===== config.mk =====
export PLATFORM = sky130hd
export DESIGN_NAME = cpu_core
export DESIGN_NICKNAME = d
export VERILOG_FILES = /design/src/rtl/cpu_core_pkg.sv /design/src/rtl/cpu_alu.sv /design/src/rtl/cpu_core.sv
export SDC_FILE = /design/constraint.sdc
export NUM_CORES = 1
export LEC_CHECK = 0
export BUFFER_PORTS_ARGS = -buffer_cell sky130_fd_sc_hd__buf_2
export CAP_MARGIN = 20
export CORE_MARGIN = 10
export CORE_UTILIZATION = 55
export DETAILED_ROUTE_END_ITERATION = 16
export GPL_TIMING_DRIVEN = 0
export PLACE_DENSITY = 0.82
export SLEW_MARGIN = 10
export SYNTH_ARGS = -nofsm -noshare
export SYNTH_HDL_FRONTEND = slang
export SYNTH_SLANG_ARGS = --single-unit

===== constraint.sdc =====
create_clock -name clk -period 8 [get_ports clk]
set_input_delay 1.6 -clock clk [delete_from_list [all_inputs] [get_ports clk]]
set_output_delay 1.6 -clock clk [all_outputs]
set_load 0.02 [all_outputs]

===== src/rtl/cpu_core_pkg.sv =====
// Shared definitions for the accumulator CPU: widths, opcodes, FSM states
// and the immediate sign-extension helper.
package cpu_core_pkg;

   localparam int DATA_W = 32;
   localparam int ADDR_W = 16;

   localparam logic [3:0] OP_NOP  = 4'h0;
   localparam logic [3:0] OP_LDA  = 4'h1;
   localparam logic [3:0] OP_STA  = 4'h2;
   localparam logic [3:0] OP_ADD  = 4'h3;
   localparam logic [3:0] OP_SUB  = 4'h4;
   localparam logic [3:0] OP_AND  = 4'h5;
   localparam logic [3:0] OP_OR   = 4'h6;
   localparam logic [3:0] OP_XOR  = 4'h7;
   localparam logic [3:0] OP_LDI  = 4'h8;
   localparam logic [3:0] OP_ADDI = 4'h9;
   localparam logic [3:0] OP_JMP  = 4'hA;
   localparam logic [3:0] OP_JZ   = 4'hB;
   localparam logic [3:0] OP_JN   = 4'hC;
   localparam logic [3:0] OP_SHL  = 4'hD;
   localparam logic [3:0] OP_SHR  = 4'hE;
   localparam logic [3:0] OP_HALT = 4'hF;

   typedef enum logic [2:0] {
      ST_FETCH,
      ST_DECODE,
      ST_EXEC,
      ST_MEM,
      ST_HALT
   } state_t;

   // 16-bit immediate widened to the accumulator width, sign preserved
   function automatic logic signed [DATA_W-1:0] sext_imm(input logic [ADDR_W-1:0] imm);
      return {{(DATA_W-ADDR_W){imm[ADDR_W-1]}}, imm};
   endfunction

endpackage


===== src/rtl/cpu_alu.sv =====
// Combinational accumulator ALU. The operand is either the memory word
// (LDA and ALU-memory ops) or the sign-extended immediate (LDI/ADDI).
module cpu_alu
   import cpu_core_pkg::*;
(
   input  logic [3:0]        i_opcode,
   input  logic [DATA_W-1:0] i_acc,
   input  logic [DATA_W-1:0] i_opnd,
   output logic [DATA_W-1:0] o_result
);

   logic signed [DATA_W-1:0] w_a;
   logic signed [DATA_W-1:0] w_b;

   assign w_a = i_acc;
   assign w_b = i_opnd;

   // Result select; unknown or non-ALU opcodes leave the accumulator unchanged
   always_comb begin
      o_result = i_acc;
      case (i_opcode)
         OP_LDA,
         OP_LDI:  o_result = w_b;
         OP_ADD,
         OP_ADDI: o_result = w_a + w_b;
         OP_SUB:  o_result = w_a - w_b;
         OP_AND:  o_result = i_acc & i_opnd;
         OP_OR:   o_result = i_acc | i_opnd;
         OP_XOR:  o_result = i_acc ^ i_opnd;
         OP_SHL:  o_result = {i_acc[DATA_W-2:0], 1'b0};
         OP_SHR:  o_result = {1'b0, i_acc[DATA_W-1:1]};
         default: o_result = i_acc;
      endcase
   end

endmodule


===== src/rtl/cpu_core.sv =====
// Multi-cycle accumulator CPU. FETCH/DECODE/EXEC[/MEM] sequence, one memory
// access in flight, all traffic through the registered MAR/MBR_W/write.
module cpu_core
   import cpu_core_pkg::*;
(
   input  logic        clk,
   input  logic        reset,
   output logic [15:0] MAR,
   output logic [31:0] MBR_W,
   output logic        write,
   input  logic [31:0] MBR_R
);

   state_t                   r_state;
   state_t                   w_nxt_state;
   logic [ADDR_W-1:0]        r_pc;
   logic [ADDR_W-1:0]        w_nxt_pc;
   logic [ADDR_W-1:0]        r_mar;
   logic [ADDR_W-1:0]        w_nxt_mar;
   logic signed [DATA_W-1:0] r_acc;
   logic signed [DATA_W-1:0] w_nxt_acc;
   logic [DATA_W-1:0]        r_ir;
   logic [DATA_W-1:0]        w_nxt_ir;
   logic [DATA_W-1:0]        r_mbr_w;
   logic [DATA_W-1:0]        w_nxt_mbr_w;
   logic                     r_write;
   logic                     w_nxt_write;

   logic [3:0]               w_opcode;
   logic [ADDR_W-1:0]        w_addr;
   logic [DATA_W-1:0]        w_alu_opnd;
   logic [DATA_W-1:0]        w_alu_res;
   logic                     w_ir_unused;

   assign w_opcode    = r_ir[31:28];
   assign w_addr      = r_ir[15:0];
   assign w_ir_unused = ^r_ir[27:16];

   // In MEM the operand is the word just read; in EXEC it is the immediate
   assign w_alu_opnd = (r_state == ST_MEM) ? MBR_R : sext_imm(w_addr);

   cpu_alu u_alu (
      .i_opcode (w_opcode),
      .i_acc    (r_acc),
      .i_opnd   (w_alu_opnd),
      .o_result (w_alu_res)
   );

   assign MAR   = r_mar;
   assign MBR_W = r_mbr_w;
   assign write = r_write;

   // State and architectural registers
   always_ff @(posedge clk) begin
      if (reset) begin
         r_state <= ST_FETCH;
         r_pc    <= '0;
         r_acc   <= '0;
         r_ir    <= '0;
         r_mar   <= '0;
         r_mbr_w <= '0;
         r_write <= 1'b0;
      end else begin
         r_state <= w_nxt_state;
         r_pc    <= w_nxt_pc;
         r_acc   <= w_nxt_acc;
         r_ir    <= w_nxt_ir;
         r_mar   <= w_nxt_mar;
         r_mbr_w <= w_nxt_mbr_w;
         r_write <= w_nxt_write;
      end
   end

   // Next-state and next-register values; write is a one-cycle pulse by default
   always_comb begin
      w_nxt_state = r_state;
      w_nxt_pc    = r_pc;
      w_nxt_acc   = r_acc;
      w_nxt_ir    = r_ir;
      w_nxt_mar   = r_mar;
      w_nxt_mbr_w = r_mbr_w;
      w_nxt_write = 1'b0;
      case (r_state)
         ST_FETCH: begin
            w_nxt_mar   = r_pc;
            w_nxt_state = ST_DECODE;
         end
         ST_DECODE: begin
            w_nxt_ir    = MBR_R;
            w_nxt_pc    = r_pc + 1'b1;
            w_nxt_state = ST_EXEC;
         end
         ST_EXEC: begin
            w_nxt_state = ST_FETCH;
            case (w_opcode)
               OP_LDA, OP_ADD, OP_SUB, OP_AND, OP_OR, OP_XOR: begin
                  w_nxt_mar   = w_addr;
                  w_nxt_state = ST_MEM;
               end
               OP_STA: begin
                  w_nxt_mar   = w_addr;
                  w_nxt_mbr_w = r_acc;
                  w_nxt_write = 1'b1;
                  w_nxt_state = ST_MEM;
               end
               OP_LDI, OP_ADDI, OP_SHL, OP_SHR: w_nxt_acc = w_alu_res;
               OP_JMP:  w_nxt_pc = w_addr;
               OP_JZ:   if (r_acc == 0) w_nxt_pc = w_addr;
               OP_JN:   if (r_acc < 0)  w_nxt_pc = w_addr;
               OP_HALT: w_nxt_state = ST_HALT;
               default: w_nxt_state = ST_FETCH;
            endcase
         end
         ST_MEM: begin
            if (w_opcode != OP_STA) w_nxt_acc = w_alu_res;
            w_nxt_state = ST_FETCH;
         end
         ST_HALT: w_nxt_state = ST_HALT;
         default: w_nxt_state = ST_FETCH;
      endcase
   end

endmodule


# Word level (Yosys, flattened, before mapping)
# Cells that the tools add are included.
# totals
ff_bits	132
out_inout_bits	49
in_bits	34
# op_classes
mux	14
magnitude_cmp	1
n_reduce_logical	14
bitwise	4
n_eq_ne	26
n_addsub	3
# ops
cell	n
one-hot mux 32 bit (8 select lines)	1
2-to-1 mux 32 bit	3
one-hot mux 16 bit (2 select lines)	2
one-hot mux 32 bit (2 select lines)	1
2-to-1 mux 16 bit	3
one-hot mux 16 bit (3 select lines)	1
adder 32 bit	1
AND 32 bit	1
== test 4 bit, second input constant	8
zero test 32 bit	1
< comparator 32 x 1 -> 1 bit, second input constant	1
bitwise OR 32 bit	1
subtractor 32 bit	1
bitwise XOR 32 bit	1
adder 16 x 1 -> 16 bit, second input constant	1
== test 4 x 3 -> 1 bit, second input constant	4
one-hot mux 3 bit (4 select lines)	1
== test 4 x 2 -> 1 bit, second input constant	2
!= test 4 x 2 -> 1 bit, second input constant	2
OR reduction 7 bit	1
== test 3 x 2 -> 1 bit, second input constant	2
!= test 3 bit, second input constant	2
one-hot mux 3 bit (2 select lines)	1
nonzero test 2 bit	3
13 further kinds	17

# Logic depth before layout (Yosys ltp)
# logic_depth
word_depth	6
mapped_depth	21

# Cells and area by module
# A second synthesis with hierarchy kept.
# hier_totals
cells_unflattened	1303
area_unflattened_um2	10141.0
# modules_own_cells
module	area_per_inst_um2	seq_area_each_um2	instances	cells_per_inst
cpu_core	5378.9	2402.3	1	627
cpu_alu	4762.1	0.0	1	676

# Worst setup path after synthesis
# OpenSTA, ideal clock, no wires.
# synth_timing
kind	input -> register
startpoint	in MBR_R[7]
endpoint	reg r_acc[31]
arrival_ns	5.243
cell_stages	18
path_buffers	1
setup_slack_ns	2.624
path_cell_list	or4_1 -> nor3_1 -> o21ai_2 -> nor3_4 -> a21boi_2 -> nor2_1 -> xnor2_1 -> ha_1 -> clkbuf_1 -> nand4_1 -> o211ai_1 -> o22ai_1 -> o21ai_0 -> o2111ai_1 -> a21boi_0 -> or4_1 -> a31oi_1 -> a211oi_2
# synth_via
elab_chain_cells	5
word_cells_on_any_way	7
# synth_lines
item	line_no	rtl
start: declaration	cpu_core.sv:11	input logic [31:0] MBR_R
2-to-1 mux 32 bit *	cpu_core.sv:40	assign w_alu_opnd = (r_state == ST_MEM) ? MBR_R : sext_imm(w_addr);
subtractor 32 bit / adder 32 bit (equally long branches)	cpu_alu.sv:26, cpu_alu.sv:25	
one-hot mux 32 bit (8 select lines) *	cpu_alu.sv:21	case (i_opcode)
2-to-1 mux 32 bit, on equally long branches	cpu_core.sv:115, cpu_core.sv:95	
one-hot mux 32 bit (2 select lines) *	cpu_core.sv:83	case (r_state)
end signal: assignment	cpu_core.sv:66	r_acc <= w_nxt_acc;
end: declaration	cpu_core.sv:20	logic signed [DATA_W-1:0] r_acc;
# Mark *: on every way between the ends. The rest lies on a longest branch, timed or not. The select of a mux whose other input is x is not followed.
# A chain may end at the register's enable or synchronous reset.

# Worst setup path after layout
# Same ends and word-level chain as after synthesis.

==> reports/results.tsv <==
stage	metric	value	unit
outcome	status	complete, no violations	
global_route	global-route wire length before repair	57000	um
cts	CTS tree	done	
timing	clk_skew	12.3	ps
route	TritonRoute pass-1 iters	7	
yosys	cell accounting for the most synthesized area	dfxtp_1	
timing	Sum Neg Setup Slack	0	ps
timing	Final Max Slew Viols	0	
setup_path	Slowest cell on crit path	or4_1	
timing	Peak Freq	147	MHz
yosys	synthesis-stage register bit count	120	
yosys	syn_nets	1461	
yosys	Synth Area in Simple Gates	19.7	%
layout	layout cells sized above 1	11.1	%
global_route	Overflow after GRT	0	
placed_design	DP HPWL	27400	um
setup_path	CP Max Fanout	10	
yosys	Synth cell types	73	
yosys	adder-cell share of the synthesized area	12.3	%
yosys	Post-synth EDFFs	0	
floorplan	Core Box Area	17400	sq um
setup_path	Required @ worst endpoint	8350	ps
run	max_cap viols	0	
timing	final hold vios	0	
yosys	post-synthesis cell count	1331	
timing	Final min period	6780	ps
hold_path	min-delay worst type	register to register	
floorplan	I/O pins	83	
setup_path	crit end category	register	
setup_path	CP Buf/Inv Count	2	
setup_path	Setup CP Type	input pin to register	
placed_design	Final Wtd Congestion	1.01	
route	vias	11092	
floorplan	Initial Util	56.6	%
route	Starting DRT DRC Count	1806	
placed_design	IO Port Bufs	81	
yosys	yosys warns	0	
layout	ANT cells	0	
floorplan	Die Width	154	um
setup_path	crit path DAT	7130	ps
cts	Skew-Pair Late Insertion Delay	440	ps
global_route	largest net degree at the start of global routing	17	
timing	Slew @ Worst Pin	1070	ps
setup_path	worst path cell trace	buf_2 -> or4_1 -> nor3_1 -> o21ai_2 -> nor3_4 -> a21boi_2 -> nor2_1 -> xnor2_1 -> ha_1 -> clkbuf_1 -> nand4_1 -> nor3_1 -> nand3_1 -> a211oi_1 -> o2111ai_1 -> a21boi_0 -> or4_1 -> a31oi_1 -> a211oi_2	
yosys	Synth Area in Compound Gates	28.5	%
global_route	vias in the first global route	10323	
yosys	ys flop type	dfxtp_1	
cts	setup bufs post-CTS	0	
floorplan	Row Count	48	
cts	root buffer cell	clkbuf_16	
yosys	sequential area share after synthesis	24.4	%
yosys	multiplexer share of the synthesized area	3.82	%
route	vias per cell	6.64	
floorplan	Die ar.	23700	sq um
timing	setup violators final	0	
global_route	GRT Total Usage	29.7	%
timing	Final Cycle Share	84.8	%
power	static leakage	4.61	nW
power	Cell Pwr Density	200	nW/um^2
cts	Clock Path Buffers	2	
timing	unrepaired setup endpoints after global routing	no	
power	total power	0.00224	W
yosys	Post-Syn Area	9860	sq um
cts	H-tree depth	4	
yosys	ys async rst share	0	%
yosys	xor/xnor share of the synthesized area	4.71	%
layout	Area growth syn-to-layout	13.6	%
global_route	antenna violations before repair	0	
cts	CTS Buf Count	17	
yosys	Area contributors post-synth	dfxtp_1 24%, ha_1 12%, nand2_1 8.5%	
yosys	syn_area_per_cell	7.41	sq um
cts	Gates resized, CTS repair	0	
setup_path	max incr delay on CP	580	ps
layout	Layout Nets	1562	
setup_path	crit path launch type	input pin	
setup_path	CP delay by family, top	simple AND/OR/NAND/NOR gates	
floorplan	DIE HEIGHT	154	um
yosys	Synth top area share	24.4	%
route	drt drc	0	
route	Antenna Nets Post-Route	0	
cts	Clock Sinks	120	
power	worst-case vdd ir drop	157	uV
cts	hold_buf cts	0	
route	wire per inst	22.1	um
timing	Max-slew headroom	28.1	%
cts	clock slew at reported path FFs	60	ps
yosys	combinational family with the most area after synthesis	compound AO/OA/AOI/OAI gates	
route	drt total wl	37000	um
cells by family (layout without fill, tap and decap cells):
kind of cell	after synthesis	in the layout
adders and majority gates	96	96
and+or+nand+nor	443	443
AOI/OAI and AO/OA	419	419
xor gates and xnor gates	53	53
buffers and inverters	166	280
muxes	34	34
DFF	120	120
synth_stat cells, drive strengths merged (5+ instances only):
library cell / instances
nand2: 222
o211ai: 13
nand4: 10
o31ai: 8
xor2: 11
nand2b: 11
nor3: 27
clkbuf: 77
a222oi: 17
xnor2: 42
o22ai: 7
a21boi: 8
a221oi: 20
a311oi: 20
nor2b: 7
a31oi: 13
a22oi: 16
nor4: 12
a21oi: 145
inv: 73
o2111ai: 13
nand3: 15
buf: 16
or4: 6
a211oi: 29
o41ai: 5
and3: 10
a21o: 13
ha: 95
nor2: 104
mux2i: 20
mux2: 14
and2: 6
o21a: 7
dfxtp: 120
o21ai: 60
sequential cells by signal, summed over array words and instances, names as in the netlist:
signal / count
r_state: 3
r_acc: 32
r_pc: 16
MBR_W: 32
MAR: 16
r_ir: 20
write: 1
power breakdown:
part	leakage (nW)	switching, W	internal, W	total [W]
clock network	0.312	0.000347	0.000505	0.000852
logic	3.32	0.000479	0.000256	0.000735
registers	0.973	0.0000266	0.000622	0.000648
cell usage in the layout, fill, tap and decap left out, types with 13 or more instances in the layout:
master	instances
a221oi_1	20
nand3_1	14
a21o_1	13
o211ai_1	13
buf_2	85
clkbuf_16	17
a31oi_1	13
a211oi_1	28
o21ai_0	59
ha_1	95
mux2_2	14
nand2_1	222
dfxtp_1	120
a22oi_1	16
nor3_1	26
a311oi_1	20
o2111ai_1	13
a222oi_1	17
nor2_1	104
mux2i_1	15
xnor2_1	42
clkbuf_1	77
inv_1	73
a21oi_1	143
through the flow:
stage / hold WS [ps] / util (%) / instances / cell area (sq um) / worst slack, ps
3_5_place_dp: 445 / 60.7 / 1638 / 10600 / 1090
2_1_floorplan: 449 / - / 1331 / 9860 / 2620
4_1_cts: 453 / 64.3 / 1670 / 11200 / 1490
6_report: 450 / 64.3 / 1670 / 11200 / 1220
3_3_place_gp: 439 / 60.6 / 1637 / 10500 / 1080
5_1_grt: 462 / 64.3 / 1670 / 11200 / 977
worst paths after layout:
kind | start | to | slack (ps) | depth (start not counted)
max | MBR_R[7] | r_acc[31]$_SDFFE_PP0P_ | 1220 | 19
min | MBR_W[14]$_SDFFE_PP0P_ | MBR_W[14]$_SDFFE_PP0P_ | 450 | 2
max reg2reg | r_ir[31]$_SDFFE_PP0P_ | r_acc[31]$_SDFFE_PP0P_ | 1490 | 18
min reg2reg | MBR_W[14]$_SDFFE_PP0P_ | MBR_W[14]$_SDFFE_PP0P_ | 450 | 2
final cells by class:
| cell class | count | area (sq um) |
|---|---|---|
| Tap cell | 225 | 282 |
| Buffer | 93 | 380 |
| Multi-Input combinational cell | 1045 | 6820 |
| Sequential cell | 120 | 2400 |
| Fill cell | 1608 | 6210 |
| Inverter | 73 | 274 |
| Clock buffer | 17 | 425 |
| Clock inverter | 15 | 205 |
| Timing Repair Buffer | 82 | 413 |
per-layer routing:
layer	wire [um]	GRT usage (%)	up-vias
met1	14200	37.4	5068
met5	0	0	-
met4	2080	16.1	0
met3	4910	7.78	183
met2	15800	45.4	818
li1	-	-	5023
worst reg2reg max path: cells and delay by family (launching register included):
family	cells	cell delay, ps
simple gates	7	2290
buf+inv	4	1710
flops	1	360
xor+xnor	1	180
fa+ha+maj	1	280
compound gates	5	1620
Power figures use the tool's default switching activity.
